**config.mk**
```make
export PLATFORM = sky130hd
export DESIGN_NAME = div_issue_sequencer
export DESIGN_NICKNAME = d
export VERILOG_FILES = /design/src/rtl/div_pkg.sv /design/src/rtl/div_req_fifo.sv /design/src/rtl/div_issue_sequencer.sv
export SDC_FILE = /design/constraint.sdc
export NUM_CORES = 1
export LEC_CHECK = 0
export ABC_AREA = 1
export CAP_MARGIN = 30
export CORE_MARGIN = 10
export CORE_UTILIZATION = 33
export CTS_CLUSTER_DIAMETER = 100
export DETAILED_ROUTE_END_ITERATION = 10
export DONT_BUFFER_PORTS = 1
export SETUP_SLACK_MARGIN = 0.3
export SLEW_MARGIN = 20
export SYNTH_ARGS = -nofsm -noshare
export SYNTH_HDL_FRONTEND = slang
export SYNTH_SLANG_ARGS = --single-unit
```
**constraint.sdc**
```tcl
create_clock -name clk -period 7.8 [get_ports clk]
set_clock_uncertainty 0.1 [all_clocks]
set_input_delay 2.34 -clock clk [delete_from_list [all_inputs] [get_ports clk]]
set_output_delay 2.34 -clock clk [all_outputs]
set_load 0.03 [all_outputs]
```
**src/rtl/div_pkg.sv**
```systemverilog
// Shared types and constants for the divide issue sequencer and its request FIFO.
package div_pkg;

    localparam int unsigned DIV_W = 32;
    localparam logic [DIV_W-1:0] DIV_INF = 32'hFFFF_FFFF;

    typedef enum logic [2:0] {
        IDLE,
        LAUNCH,
        WAIT,
        TOUT,
        RESULT,
        DRAIN
    } state_t;

    typedef struct packed {
        logic [DIV_W-1:0] a;
        logic [DIV_W-1:0] b;
        logic             sign;
    } div_op_t;

    function automatic logic is_zero(input logic [DIV_W-1:0] v);
        return v == '0;
    endfunction

endpackage

```
**src/rtl/div_req_fifo.sv**
```systemverilog
// Request FIFO holding divide operands and tags; in-ready is registered from the next occupancy.
module div_req_fifo
    import div_pkg::*;
#(
    parameter int unsigned DEPTH = 4,
    parameter int unsigned TAG_W = 4
) (
    input  logic                   clk,
    input  logic                   reset,
    input  logic                   i_push,
    input  logic                   i_pop,
    input  div_op_t                i_op,
    input  logic [TAG_W-1:0]       i_tag,
    output div_op_t                o_op,
    output logic [TAG_W-1:0]       o_tag,
    output logic                   o_full,
    output logic                   o_empty,
    output logic [$clog2(DEPTH):0] o_count,
    output logic                   o_ready
);

    localparam int unsigned PTR_W = $clog2(DEPTH);
    localparam int unsigned CNT_W = PTR_W + 1;

    div_op_t            r_op_mem  [DEPTH];
    logic [TAG_W-1:0]   r_tag_mem [DEPTH];
    logic [PTR_W-1:0]   r_wr_ptr;
    logic [PTR_W-1:0]   r_rd_ptr;
    logic [CNT_W-1:0]   r_count;
    logic               r_ready;

    logic               w_push;
    logic               w_pop;
    logic [CNT_W-1:0]   w_count_nxt;

    assign o_full      = (r_count == CNT_W'(DEPTH));
    assign o_empty     = (r_count == '0);
    assign o_count     = r_count;
    assign o_ready     = r_ready;
    assign o_op        = r_op_mem[r_rd_ptr];
    assign o_tag       = r_tag_mem[r_rd_ptr];

    assign w_push      = i_push && !o_full;
    assign w_pop       = i_pop && !o_empty;
    assign w_count_nxt = r_count + CNT_W'(w_push) - CNT_W'(w_pop);

    // Storage needs no reset; only pointers and occupancy define validity.
    always_ff @(posedge clk) begin
        if (w_push) begin
            r_op_mem[r_wr_ptr]  <= i_op;
            r_tag_mem[r_wr_ptr] <= i_tag;
        end
    end

    always_ff @(posedge clk) begin
        if (reset) begin
            r_wr_ptr <= '0;
            r_rd_ptr <= '0;
            r_count  <= '0;
            r_ready  <= 1'b1;
        end else begin
            if (w_push) r_wr_ptr <= r_wr_ptr + PTR_W'(1);
            if (w_pop)  r_rd_ptr <= r_rd_ptr + PTR_W'(1);
            r_count <= w_count_nxt;
            // A pop out of a full FIFO only raises ready on the following cycle.
            r_ready <= (w_count_nxt != CNT_W'(DEPTH));
        end
    end

endmodule

```
**src/rtl/div_issue_sequencer.sv**
```systemverilog
// Issues buffered divide requests to an iterative divider one at a time and returns tagged
// results with backpressure, flagging divide-by-zero and divider timeouts.
module div_issue_sequencer
    import div_pkg::*;
#(
    parameter int unsigned DEPTH       = 4,
    parameter int unsigned TAG_W       = 4,
    parameter int unsigned TIMEOUT_CYC = 128
) (
    input  logic             clk,
    input  logic             reset,
    input  logic             in_valid,
    output logic             in_ready,
    input  logic [DIV_W-1:0] in_a,
    input  logic [DIV_W-1:0] in_b,
    input  logic             in_sign,
    input  logic [TAG_W-1:0] in_tag,
    output logic             div_start,
    output logic [DIV_W-1:0] div_a,
    output logic [DIV_W-1:0] div_b,
    output logic             div_sign,
    input  logic             div_ready,
    input  logic [DIV_W-1:0] div_quotient,
    input  logic [DIV_W-1:0] div_remainder,
    output logic             out_valid,
    input  logic             out_ready,
    output logic [DIV_W-1:0] out_quotient,
    output logic [DIV_W-1:0] out_remainder,
    output logic [TAG_W-1:0] out_tag,
    output logic             out_dbz,
    output logic             out_timeout,
    output logic             busy
);

    localparam int unsigned CNT_W = $clog2(TIMEOUT_CYC + 1);
    localparam logic [CNT_W-1:0] TOUT_VAL = CNT_W'(TIMEOUT_CYC);

    state_t                 r_state;
    logic [CNT_W-1:0]       r_cnt;
    logic                   r_div_start;
    div_op_t                r_div_op;
    logic [TAG_W-1:0]       r_tag;
    logic                   r_dbz;
    logic                   r_out_valid;
    logic [DIV_W-1:0]       r_out_q;
    logic [DIV_W-1:0]       r_out_r;
    logic [TAG_W-1:0]       r_out_tag;
    logic                   r_out_dbz;
    logic                   r_out_timeout;

    div_op_t                w_in_op;
    div_op_t                w_head_op;
    logic [TAG_W-1:0]       w_head_tag;
    logic                   w_fifo_full;
    logic                   w_fifo_empty;
    logic [$clog2(DEPTH):0] w_fifo_count;
    logic                   w_fifo_ready;
    logic                   w_push;
    logic                   w_pop;
    logic [CNT_W-1:0]       w_cnt_inc;

    assign w_in_op   = '{a: in_a, b: in_b, sign: in_sign};
    assign w_push    = in_valid && w_fifo_ready && !w_fifo_full;
    assign w_pop     = (r_state == IDLE) && !w_fifo_empty && div_ready;
    assign w_cnt_inc = (r_cnt == TOUT_VAL) ? r_cnt : r_cnt + CNT_W'(1);

    div_req_fifo #(
        .DEPTH (DEPTH),
        .TAG_W (TAG_W)
    ) u_fifo (
        .clk     (clk),
        .reset   (reset),
        .i_push  (w_push),
        .i_pop   (w_pop),
        .i_op    (w_in_op),
        .i_tag   (in_tag),
        .o_op    (w_head_op),
        .o_tag   (w_head_tag),
        .o_full  (w_fifo_full),
        .o_empty (w_fifo_empty),
        .o_count (w_fifo_count),
        .o_ready (w_fifo_ready)
    );

    // Sequencer FSM with registered divider and result outputs.
    always_ff @(posedge clk) begin
        if (reset) begin
            r_state       <= IDLE;
            r_cnt         <= '0;
            r_div_start   <= 1'b0;
            r_div_op      <= '0;
            r_tag         <= '0;
            r_dbz         <= 1'b0;
            r_out_valid   <= 1'b0;
            r_out_q       <= '0;
            r_out_r       <= '0;
            r_out_tag     <= '0;
            r_out_dbz     <= 1'b0;
            r_out_timeout <= 1'b0;
        end else begin
            case (r_state)
                IDLE: begin
                    if (w_pop) begin
                        r_div_op    <= w_head_op;
                        r_tag       <= w_head_tag;
                        r_dbz       <= is_zero(w_head_op.b);
                        r_cnt       <= '0;
                        r_div_start <= 1'b1;
                        r_state     <= LAUNCH;
                    end
                end
                LAUNCH: begin
                    r_cnt <= w_cnt_inc;
                    if (!div_ready) begin
                        r_div_start <= 1'b0;
                        r_state     <= WAIT;
                    end else if (r_cnt == TOUT_VAL) begin
                        r_div_start <= 1'b0;
                        r_state     <= TOUT;
                    end
                end
                WAIT: begin
                    r_cnt <= w_cnt_inc;
                    if (div_ready) begin
                        r_out_valid   <= 1'b1;
                        r_out_q       <= div_quotient;
                        r_out_r       <= div_remainder;
                        r_out_tag     <= r_tag;
                        r_out_dbz     <= r_dbz;
                        r_out_timeout <= 1'b0;
                        r_state       <= RESULT;
                    end else if (r_cnt == TOUT_VAL) begin
                        r_state <= TOUT;
                    end
                end
                TOUT: begin
                    r_out_valid   <= 1'b1;
                    r_out_q       <= '0;
                    r_out_r       <= '0;
                    r_out_tag     <= r_tag;
                    r_out_dbz     <= r_dbz;
                    r_out_timeout <= 1'b1;
                    r_state       <= RESULT;
                end
                RESULT: begin
                    if (out_ready) begin
                        r_out_valid <= 1'b0;
                        r_state     <= DRAIN;
                    end
                end
                DRAIN: begin
                    // A divider that outlived its timeout must finish before the next launch.
                    if (div_ready) r_state <= IDLE;
                end
                default: r_state <= IDLE;
            endcase
        end
    end

    assign in_ready      = w_fifo_ready;
    assign div_start     = r_div_start;
    assign div_a         = r_div_op.a;
    assign div_b         = r_div_op.b;
    assign div_sign      = r_div_op.sign;
    assign out_valid     = r_out_valid;
    assign out_quotient  = r_out_q;
    assign out_remainder = r_out_r;
    assign out_tag       = r_out_tag;
    assign out_dbz       = r_out_dbz;
    assign out_timeout   = r_out_timeout;
    assign busy          = (r_state != IDLE) || (w_fifo_count != '0);

endmodule

```
# Yosys cells after proc, flatten, opt, wreduce, memory -nomap -nowiden
# Memories as Yosys holds them, arrays and structs flattened. A register that Yosys moved wholly into a read port is not among the register bits.
# Index checks and enable logic that the tools add are counted.
# totals
output_inout_bits	139
mem_bits_rw	276
inputBits	138
regBits	157
wordCells	94
memories	2
# op_classes
eq_ne	14
mux	31
reduce_logical	25
n_addsub	5
# memory_table
name	words	word_bits	read_ports	rd_ports_with_merged_regs	wr	line	text
u_fifo.r_op_mem	4	65	1	1	1	div_req_fifo.sv:25	div_op_t r_op_mem [DEPTH];
u_fifo.r_tag_mem	4	4	1	1	1	div_req_fifo.sv:26	logic [TAG_W-1:0] r_tag_mem [DEPTH];
# ops
operator	count
case mux 32 bit (2 select lines)	2
2-to-1 mux 32 bit	2
zero test 32 bit	1
2-to-1 mux 3 bit	6
case mux 3 bit (6 select lines)	1
2-to-1 mux 8 bit	2
case mux 8 bit (2 select lines)	1
AND reduction 3 bit	4
== test 3 bit (second input constant)	3
2-to-1 mux 1 bit	9
nonzero test 3 bit	3
adder 8 x 1 -> 8 bit (second input constant)	1
== test 8 bit (second input constant)	1
inequality test 2 bit (second input constant)	4
case mux 4 bit (2 select lines)	1
== test 3 x 2 -> 1 bit (second input constant)	2
logical AND 1 bit	6
zero test 3 bit	2
inequality test 3 bit (second input constant)	2
case mux 1 bit (2 select lines)	3
nonzero test 2 bit	3
adder 2 x 1 -> 2 bit (second input constant)	2
2-to-1 mux 2 bit	2
2-to-1 mux 4 bit	1
9 further kinds	11

# Depth between registers and ports, before layout
# Gate-level depths: netlist of run 1.
# depth
ltp_word	7
mapped_depth	16
depth_no_buf	14

# Cells and area by module
# A second synthesis of run 1 with hierarchy kept.
# unflattened
hier_cells	1524
hier_area_um2	16617.2
# modules_own_cells
module	n_inst	cells_per_inst	area_per_inst_um2
div_req_fifo	1	744	10767.8
div_issue_sequencer	1	780	5849.4

# Least setup slack after synthesis of run 1
# OpenSTA, ideal clock, no wires.
# synth_path
kind	input-to-reg
from	input port in_valid
to	memory u_fifo.r_op_mem[0][0] in the netlist's numbering (enable)
cell_stages	4
path_buffers	0
t_arrival_ns	5.675
required_ns	7.203
path_slack_ns	1.528
cell_sequence	nand2_1 -> a31oi_1 -> inv_1 -> nor2_1
# synth_via
elab_chain_cells	5
# synth_lines
item	line	text
from (decl)	div_issue_sequencer.sv:12	input logic in_valid,
logical AND 1 bit (2 in a row)	div_issue_sequencer.sv:63	assign w_push = in_valid && w_fifo_ready && !w_fifo_full;
logical AND 1 bit	div_req_fifo.sv:43	assign w_push = i_push && !o_full;
named net u_fifo.w_push	div_req_fifo.sv:32	logic w_push;
2-to-1 mux 1 bit	div_req_fifo.sv:49	if (w_push) begin
2-to-1 mux 1 bit (not written as such)	div_req_fifo.sv:50	r_op_mem[r_wr_ptr] <= i_op;
to (decl)	div_req_fifo.sv:25	
# The timed path passes the listed nets, and every way through them passes these cells.

# Final worst setup path of run 1
# layout_path
from	input port in_valid
to	memory u_fifo.r_op_mem[0][63] in the netlist's numbering (enable)
# Same word-level chain as after synthesis.

==> results.md, run 1 <==
- Status: completed
- Critical Path Max Stage Delay: ~720 ps
- Synth top cells by count: nand2_1, edfxtp_1, nor2_1
- Startpoint Class: input pin
- RD Place Congestion: 0.855
- Sequential share of power: roughly half
- Max Root-Sink Buffers: 3
- Count leader, synth: nand2_1
- Yosys top cell area share: 50.6%
- DRC viols: 0
- Top post-synthesis cells by area: edfxtp_1, dfxtp_1, nand2_1, o21ai_0, nor2_1
- Int Power: between 4000 and 5000 uW
- CTS Root Cell: clkbuf_16
- Worst-path cell chain: nand2_1 -> a31oi_1 -> inv_1 -> nor2_4 -> buf_4
- Row count: around 80
- Net count after synthesis: about 1600
- Max-Cap Viols: 0
- Initial core utilization: 33.4%
- Ys Warns: 0
- DP Cell Count: approximately 2100
- Number of setup buffers added after CTS: 0
- Vias per cell: a little under 5
- Final Cell Area: 0.0185 sq mm
- Initial antenna violation count: 2
- Global route overflow: 0
- Clk sinks: 439
- Hold-fix buffers, CTS: 0
- Worst hold path startpoint: r_dbz
- F_max: ~230 MHz
- Synth async-reset ratio: 0%
- Power per cell area: 368 mW/mm^2
- Post-DR wirelength/cell: about 19 um
- HP Class: reg -> reg
- Sw Ratio: 33.6%
- Fin crit share: 55.9%
- Final #Nets: around 1600
- Core footprint: roughly 0.049 sq mm
- Max H-tree Level: 2
- Iter 0 DRT Violations: around 700
- Fin Setup TNS: 0 ps
- Fin crit period: around 4400 ps
- Crit-path slowest cell: nor2_4
- Total GRT Usage: approximately 14%
- Synthesized instance count: approximately 1500
- Yosys reg bits: 439
- Slew headroom: ~38%
- Crit path kind: in -> reg
- Hold Vio Cnt, Final: 0
- Combinational share of power: 17.8%
- Arr. time, crit path: between 4000 and 5000 ps
- CTS tree: done
- Clock insertion delay at the later pin of the skew report: slightly below 600 ps
- Detailed Place HPWL: around 27 mm
- Crit path required time: roughly 7900 ps
- Syn avg cell area: around 11 sq um
- Crit path capture type: flip-flop
- Finish-stage setup viols: 0
- Proportion of layout cells with a drive suffix above 1: under 10%
- RSZ-0062 raised after global routing: false
- Clock share of power: about a third
- Final core utilization: 37.8%
- Drt pass-1 iters: 5
- Boundary Pins: ~280
- Wire length of the first global-routing pass: 62.5 mm
- Yosys cell types: 29
- Routed vias: between 10000 and 15000
- Area growth from synthesis to final layout: 13.1%
- Die W: around 240 um
- Area leader, netlist: edfxtp_1
- Count of pins over their slew limit: 0
- Clock transition at path regs: 60 ps
- Final ANT Viol Nets: 0
- Die area: about 0.059 sq mm
- Total Wirelength: ~42 mm
- Number of global-route vias before repair: 9986
- Top FF cell, synth: edfxtp_1
- Layout filler cell count: 4691
- Actual slew at the worst max-slew pin: 934 ps
- CP startpoint: in_valid
- Seq/Total Area, Yosys: 70.6%
- Area after DPL: around 0.017 sq mm
- IO buf count: 0
- Number of diodes: 0
- Net Switching: 2290 uW
- CTS Buf Count: between 40 and 50
- Peak supply drop: between 0.2 and 0.25 mV
- Worst Path Max Fanout: 44
- Post-CTS resize count: 0
- DIE HEIGHT: 243 um
- Synth Cell Area: 0.0164 sq mm
- Number of synthesized flops with an enable pin: between 200 and 300
- Finished Layout Cells: around 2200
- Pleak: around 0.0064 uW
- Largest net degree at the start of global routing: 95
## placed cells by master, fill, tap and decap left out, drive strengths merged
cell type and instances:
a21oi 112, a31o 1, a31oi 38, buf 16, bufinv 1, clkbuf 70, clkinv 10, clkinvlp 2
dfxtp 163, edfxtp 276, fa 1, ha 8, inv 41, nand2 334, nand3 71, nand3b 4
nand4 6, nor2 190, nor3 4, o21ai 160, o21bai 1, o311ai 1, or2 1, xnor2 2
xor2 1
## per-layer routing
layer	global-route usage [%]	part of all wire (%)	wire length (um)
met1	16.0	41	17100
met2	22.3	47	19700
met3	5.11	9.3	3870
met4	4.43	2.3	974
met5	0	0	0
## path summary, 6_finish.rpt
kind / to / slack, ps / cells past startpoint
worst max-delay path: u_fifo.r_op_mem[0][63] / 3440 / 5
worst min-delay path: r_dbz / 380 / 2
worst min register to register: r_dbz / 380 / 2
worst max register to register: r_dbz / 4340 / 12
## kinds of logic (layout without fill, tap and decap cells)
logic type               count (synthesis)  after routing  synth area share, %
AO/OA/AOI/OAI                          313            313                 9.99
XOR/XNOR                                 3              3                0.161
adder cells (fa/ha/maj)                  9              9                0.734
buffers and inverters                  128            140                 3.72
flip-flops                             439            439                 70.6
AND/OR/NAND/NOR                        610            610                 14.8
## critical path, delay by kind of cell
family                 cells  cell delay, ps
buffers and inverters      2             980
and+or+nand+nor            2             760
AOI/OAI and AO/OA          1             330
## power by group through the flow
stage                     Combinational, uW  Clock, uW  Sequential, uW
after floorplan                         958          0            3360
after global placement                 1190          0            3460
after detailed placement               1230          0            3460
after CTS                              1230       2260            3420
after global routing                   1390       2360            3450
final                                  1210       2200            3400
## registers in the layout, indices dropped and copies added (netlist names), 4 cells and up, named ones only
name	flops
div_b	32
out_remainder	32
r_tag	4
out_tag	4
u_fifo.r_tag_mem	16
out_quotient	32
div_a	32
u_fifo.r_op_mem	260
r_cnt	8
## metrics by stage
step	hold WS (ps)	worst slack, ps	total power [uW]
floorplan	342	1530	4320
global placement	362	2730	4640
detailed placement	370	2780	4690
CTS	379	3410	6910
global route	400	3280	7190
finish	375	3440	6810
## cell type report
cell class	instances	area (sq um)	area share (%)
multi-input cells	935	4250	23.0
clock inverters	15	140	0.757
inverters	39	150	0.811
repair buffers	16	193	1.04
flip-flops and latches	439	11600	62.4
clock buffers	70	1400	7.55
well taps	664	831	4.49
Power figures use the tool's default switching activity.
==> inputs of run 2 (changes only) <==
==> constraint.sdc (replaced) <==
create_clock -name clk -period 4.55 [get_ports clk]
set_clock_uncertainty 0.1 [all_clocks]
set_input_delay 1.365 -clock clk [delete_from_list [all_inputs] [get_ports clk]]
set_output_delay 1.365 -clock clk [all_outputs]
set_load 0.03 [all_outputs]
==> run 2 against run 1 <==
  * Non-clock buffer count is 2 higher
  * Total power is 71% higher
  * Global-route usage is 0.13 points lower
  * Count of clock-buffer cells in the layout is 4 lower
  * Hold slack hardly changed
  * Utilization hardly changed
  * Critical endpoint is now busy
  * Register-to-register slack worse by 2500 ps
  * Cell count is 0.14% higher
  * Sequential cell count stayed put
  * Combinational power is 73% higher
==> results.md, run 2 (synthesis gave the netlist of run 1 again) <==
- Status: completed (unchanged)
- Clk sinks: 439 (unchanged)
- CP startpoint: r_state[1] (was in_valid)
- Clock insertion delay at the later pin of the skew report: 580 ps (about the same)
- Detailed Place HPWL: 26.0 mm (was 26.5 mm)
- Worst-path cell chain: inv_2 -> nand2_1 -> nor2_2 -> nand2_1 (was nand2_1 -> a31oi_1 -> inv_1 -> nor2_4 -> buf_4)
- Max Root-Sink Buffers: 3 (unchanged)
- Number of diodes: 0 (unchanged)
- Count of pins over their slew limit: 0 (unchanged)
- Core footprint: 0.0490 sq mm (unchanged)
- Crit path required time: 3080 ps (was 7910 ps)
- Critical R2R Launch: r_state[1]
- Crit-path slowest cell: dfxtp_1 (was nor2_4)
- CTS Buf Count: 47 (was 48)
- Max H-tree Level: 2 (unchanged)
- Fin crit share: between 60% and 70%
- Layout filler cell count: 4689 (was 4691)
- Initial antenna violation count: 0 (was 2)
- CTS Root Cell: clkbuf_16 (unchanged)
- HP Class: reg -> reg (unchanged)
- Finished Layout Cells: 2181 (was 2178)
- Vias per cell: 4.85 (was 4.87)
- Number of setup buffers added after CTS: 0 (unchanged)
- Hold Vio Cnt, Final: 0 (unchanged)
- Total power: 11700 uW (was 6810 uW)
- Area after DPL: 0.0170 sq mm (unchanged)
- Die W: 243 um (unchanged)
- Slew headroom: 38.2% (was 37.8%)
- Post-Place Worst Slack: 1220 ps (was 2780 ps)
- Final ANT Viol Nets: 0 (unchanged)
- Startpoint Class: flip-flop (was input pin)
- Biggest register: u_fifo.r_op_mem (unchanged)
- Total Wirelength: 40.9 mm (was 41.6 mm)
- RSZ-0062 raised after global routing: false (unchanged)
- Fin crit period: approximately 3000 ps
- Final Cell Area: 0.0185 sq mm (about the same)
- Actual slew at the worst max-slew pin: 927 ps (was 934 ps)
- Commonest non-fill, non-tap cell in the layout: nand2_1 (unchanged)
- Drt pass-1 iters: 5 (unchanged)
- Wire length of the first global-routing pass: 62.3 mm (was 62.5 mm)
- Largest net degree at the start of global routing: 99 (was 95)
- Max FFs per register: 260 (unchanged)
- Proportion of layout cells with a drive suffix above 1: 7.25% (was 7.07%)
- Final core utilization: 37.8% (about the same)
- Global route overflow: 0 (unchanged)
- Area growth from synthesis to final layout: 13.1% (about the same)
- Boundary Pins: 277 (unchanged)
- Critical Path Max Stage Delay: 350 ps (was 720 ps)
- Clock transition at path regs: 60 ps (about the same)
- Worst hold path startpoint: r_dbz (unchanged)
- Number of global-route vias before repair: 10200 (was 9986)
- Power per cell area: 630 mW/mm^2 (was 368 mW/mm^2)
- Total GRT Usage: 13.4% (was 13.5%)
- Crit-path most repeated cell: nand2_1
- F_max: 331 MHz
- CTS tree: done (unchanged)
- Post-CTS resize count: 0 (unchanged)
- Finish-stage setup viols: 0 (unchanged)
- DIE HEIGHT: 243 um (unchanged)
- Hold-fix buffers, CTS: 0 (unchanged)
- Post-DR wirelength/cell: 18.7 um (was 19.1 um)
- DRC viols: 0 (unchanged)
- Peak supply drop: 0.445 mV (was 0.228 mV)
- Pleak: 0.00640 uW (about the same)
- Highest-count cells in the layout ignoring fill and taps: nand2_1, edfxtp_1, nor2_1, dfxtp_1, o21ai_0 (unchanged)
- Row count: 81 (unchanged)
- Crit path buf inv count: 1 (was 2)
- Initial core utilization: 33.4% (unchanged)
- Final #Nets: 1627 (was 1626)
- Die area: 0.0589 sq mm (unchanged)
- Routed vias: 10600 (about the same)
- Arr. time, crit path: 1560 ps (was 4470 ps)
- CP delay by family, top: simple AND/OR/NAND/NOR gates (was buffers and inverters)
- Final WS setup: 1530 ps (was 3440 ps)
- Max-Cap Viols: 0 (unchanged)
- RD Place Congestion: 0.865 (was 0.855)
- Iter 0 DRT Violations: 589 (was 683)
- IO buf count: 0 (unchanged)
- Worst Path Max Fanout: 5 (was 44)
- Crit path kind: reg -> out (was in -> reg)
- DP Cell Count: 2094 (was 2092)
- Crit path capture type: output pin (was flip-flop)
[run 2: cell types whose count changed in the layout (fill, tap and decap cells not counted), sizes merged]
cell	before	now
clkinv	10	14
clkbuf	70	66
clkinvlp	2	3
bufinv	1	2
buf	16	18
inv	41	40
[run 2: final timing paths]
kind              endpoint  slack, ps  cells after the start
setup / recovery      busy       1530                      4
hold / removal       r_dbz        380                      2
setup reg to reg  div_a[8]       1830                      9
hold reg to reg      r_dbz        380                      2
[run 2: metrics by stage]
stage	hold WS (ps)	setup TNS [ps]
after floorplan	342	-206170
after global placement	368	0
after detailed placement	372	0
after CTS	381	0
after global routing	412	0
final	375	0
[run 2: worst register-to-register path: stages, from the launching register on]
cell and delay [ps]:
dfxtp_1 350, inv_2 80, nand2_1 110, nor2_2 170
nand3_2 190, inv_4 90, buf_4 440, buf_4 650
o21ai_0 260, a31oi_1 200
[run 2: power by group]
group,total [uW],switching (uW),leakage [uW],internal [uW]
registers,5830,862,0.00385,4970
clock network,3740,1550,0.000749,2190
logic,2090,1490,0.00179,600
[run 2: cell type report]
| cell class | instances | area, sq um | share of cell area [%] |
|---|---|---|---|
| Inverter | 39 | 150 | 0.811 |
| Sequential cell | 439 | 11600 | 62.4 |
| Timing Repair Buffer | 18 | 193 | 1.04 |
| Clock buffer | 66 | 1350 | 7.28 |
| Clock inverter | 20 | 188 | 1.01 |
| Multi-Input combinational cell | 935 | 4250 | 23.0 |
| Tap cell | 664 | 831 | 4.49 |
[run 2: routing by layer]
metal  GRT usage, %  up-vias  wire, um
li1               -     5131         -
met5              0        -         0
met4           5.00        0      1180
met3           4.83       71      4000
met2           22.5      346     19400
met1           15.4     5021     16300
==> inputs of run 3 (changes only) <==
==> constraint.sdc (replaced) <==
create_clock -name clk -period 3.1 [get_ports clk]
set_clock_uncertainty 0.1 [all_clocks]
set_input_delay 0.93 -clock clk [delete_from_list [all_inputs] [get_ports clk]]
set_output_delay 0.93 -clock clk [all_outputs]
set_load 0.03 [all_outputs]
==> run 3 against run 2 <==
  * Hold slack worse by 46 ps
  * Critical path depth unchanged
  * Cell count up 0.32%
  * Sequential cell count stayed put
  * First-iteration DRC count rose by 3.2%
  * Utilization up 0.32 points
  * Wire length grew 2.2%
  * Combinational power grew 56%
  * Die area did not move
  * Global-route usage up 0.21 points
  * Design area rose by 0.85%
  * Clock power grew 48%
  * Critical path type unchanged
  * Highest routed layer unchanged
==> results.md, run 3 (synthesis gave the netlist of run 1 again) <==
- Pleak: 0.00645 uW (was 0.00640 uW)
- FF+latch area: 0.0116 sq mm (unchanged)
- Clock transition at path regs: 60 ps (about the same)
- Iter 0 DRT Violations: 608 (was 589)
- Fin Setup TNS: 0 ps (unchanged)
- Slew headroom: 53.9% (was 38.2%)
- Total power: 17300 uW (was 11700 uW)
- DRC viols: 0 (unchanged)
- Die area: 0.0589 sq mm (unchanged)
- CTS Buf Count: 47 (unchanged)
- Finish-stage setup viols: 0 (unchanged)
- Arr. time, crit path: 1610 ps (was 1560 ps)
- Boundary Pins: 277 (unchanged)
- IO buf count: 0 (unchanged)
- Commonest non-fill, non-tap cell in the layout: nand2_1 (unchanged)
- Total GRT Usage: 13.6% (was 13.4%)
- Layout filler cell count: 4697 (was 4689)
- Count of pins over their slew limit: 0 (unchanged)
- Vias per cell: 4.85 (about the same)
- Max Root-Sink Buffers: 3 (unchanged)
- Routed vias: 10600 (about the same)
- Fin crit period: approximately 2600 ps
- Number of setup buffers added after CTS: 0 (unchanged)
- Clock insertion delay at the later pin of the skew report: 570 ps (was 580 ps)
- RSZ-0062 raised after global routing: false (unchanged)
- Row count: 81 (unchanged)
- Final #Nets: 1632 (was 1627)
- Final ANT Viol Nets: 0 (unchanged)
- Detailed Place HPWL: 26.1 mm (was 26.0 mm)
- Initial antenna violation count: 0 (unchanged)
- Wire length of the first global-routing pass: 63.1 mm (was 62.3 mm)
- Global route overflow: 0 (unchanged)
- Max-Cap Viols: 0 (unchanged)
- HP Class: in -> reg (was reg -> reg)
- Total Wirelength: 41.7 mm (was 40.9 mm)
- Drt pass-1 iters: 5 (unchanged)
- Core footprint: 0.0490 sq mm (unchanged)
- Fin crit share: 85.0%
- CTS Root Cell: clkbuf_16 (unchanged)
- F_max: between 300 and 400 MHz
- Hold Vio Cnt, Final: 0 (unchanged)
- Worst reg-to-reg setup slack: 560 ps (was 1830 ps)
- Clk sinks: 439 (unchanged)
- Status: completed (unchanged)
- Post-DR wirelength/cell: 19.1 um (was 18.7 um)
- Number of diodes: 0 (unchanged)
- Highest-count cells in the layout ignoring fill and taps: nand2_1, edfxtp_1, nor2_1, dfxtp_1, o21ai_0 (unchanged)
- Crit path required time: 2070 ps (was 3080 ps)
- Worst Path Max Fanout: 4 (was 5)
- Area growth from synthesis to final layout: 14.1% (was 13.1%)
- Peak supply drop: 0.548 mV (was 0.445 mV)
- Number of global-route vias before repair: 10100 (was 10200)
- RD Place Congestion: 0.858 (was 0.865)
- DIE HEIGHT: 243 um (unchanged)
- Hold slack: 330 ps (was 375 ps)
- Actual slew at the worst max-slew pin: 692 ps (was 927 ps)
- CTS tree: done (unchanged)
- Crit path capture type: output pin (unchanged)
- Die W: 243 um (unchanged)
- Biggest register: u_fifo.r_op_mem (unchanged)
- Hold-fix buffers, CTS: 0 (unchanged)
- Max FFs per register: 260 (unchanged)
- Proportion of layout cells with a drive suffix above 1: 7.81% (was 7.25%)
- Post-CTS resize count: 0 (unchanged)
- Initial core utilization: 33.4% (unchanged)
- Startpoint Class: flip-flop (unchanged)
- Max H-tree Level: 2 (unchanged)
- Multi-input gate area: 0.00430 sq mm (was 0.00425 sq mm)
- Power per cell area: 925 mW/mm^2 (was 630 mW/mm^2)
- Largest net degree at the start of global routing: 139 (was 99)
- Crit path kind: reg -> out (unchanged)
==> run 3: power by group <==
part           total [uW]  leakage (uW)  internal (uW)  switching [uW]
sequential           8510       0.00385           7300            1210
combinational        3250       0.00184            937            2310
clock                5530      0.000761           3280            2250
total               17300       0.00645          11500            5770
==> run 3: path summary, 6_finish.rpt <==
path	endpoint	from	depth (start not counted)
min	out_quotient[30]	reset	1
max	busy	u_fifo.o_count[1]	4
min reg2reg	r_cnt[7]	r_cnt[7]	2
max reg2reg	u_fifo.o_ready	r_state[1]	14
==> run 3: critical path, stage by stage, from the launching register on <==
cell      delay (ps)
dfxtp_1          370
inv_1            120
nand3b_1         190
inv_1             70
nand2_1          290
==> run 3: through the flow <==
step           worst slack (ps)  area, sq um  utilization (%)  std cells
2_1_floorplan               264        16500                -       1502
3_3_place_gp                410        17100             35.0       2100
3_5_place_dp                381        17100             35.0       2100
4_1_cts                     396        18700             38.1       2188
5_1_grt                     333        18700             38.1       2188
6_report                    464        18700             38.1       2188
==> run 3: layer usage <==
metal  global-route usage (%)  share of wire (%)  up-vias
met5                        0                  0        -
li1                         -                  -     5146
met4                     5.04                2.6        0
met3                     5.24                9.8       63
met2                     23.2                 49      345
met1                     15.2                 39     5060
==> run 3: area by class of cell <==
cell class,count,area share [%]
repair buffers,23,1.53
inverters,39,0.817
multi-input cells,935,23.0
well taps,664,4.45
flip-flops and latches,439,61.9
clock buffers,71,7.46
clock inverters,17,0.817
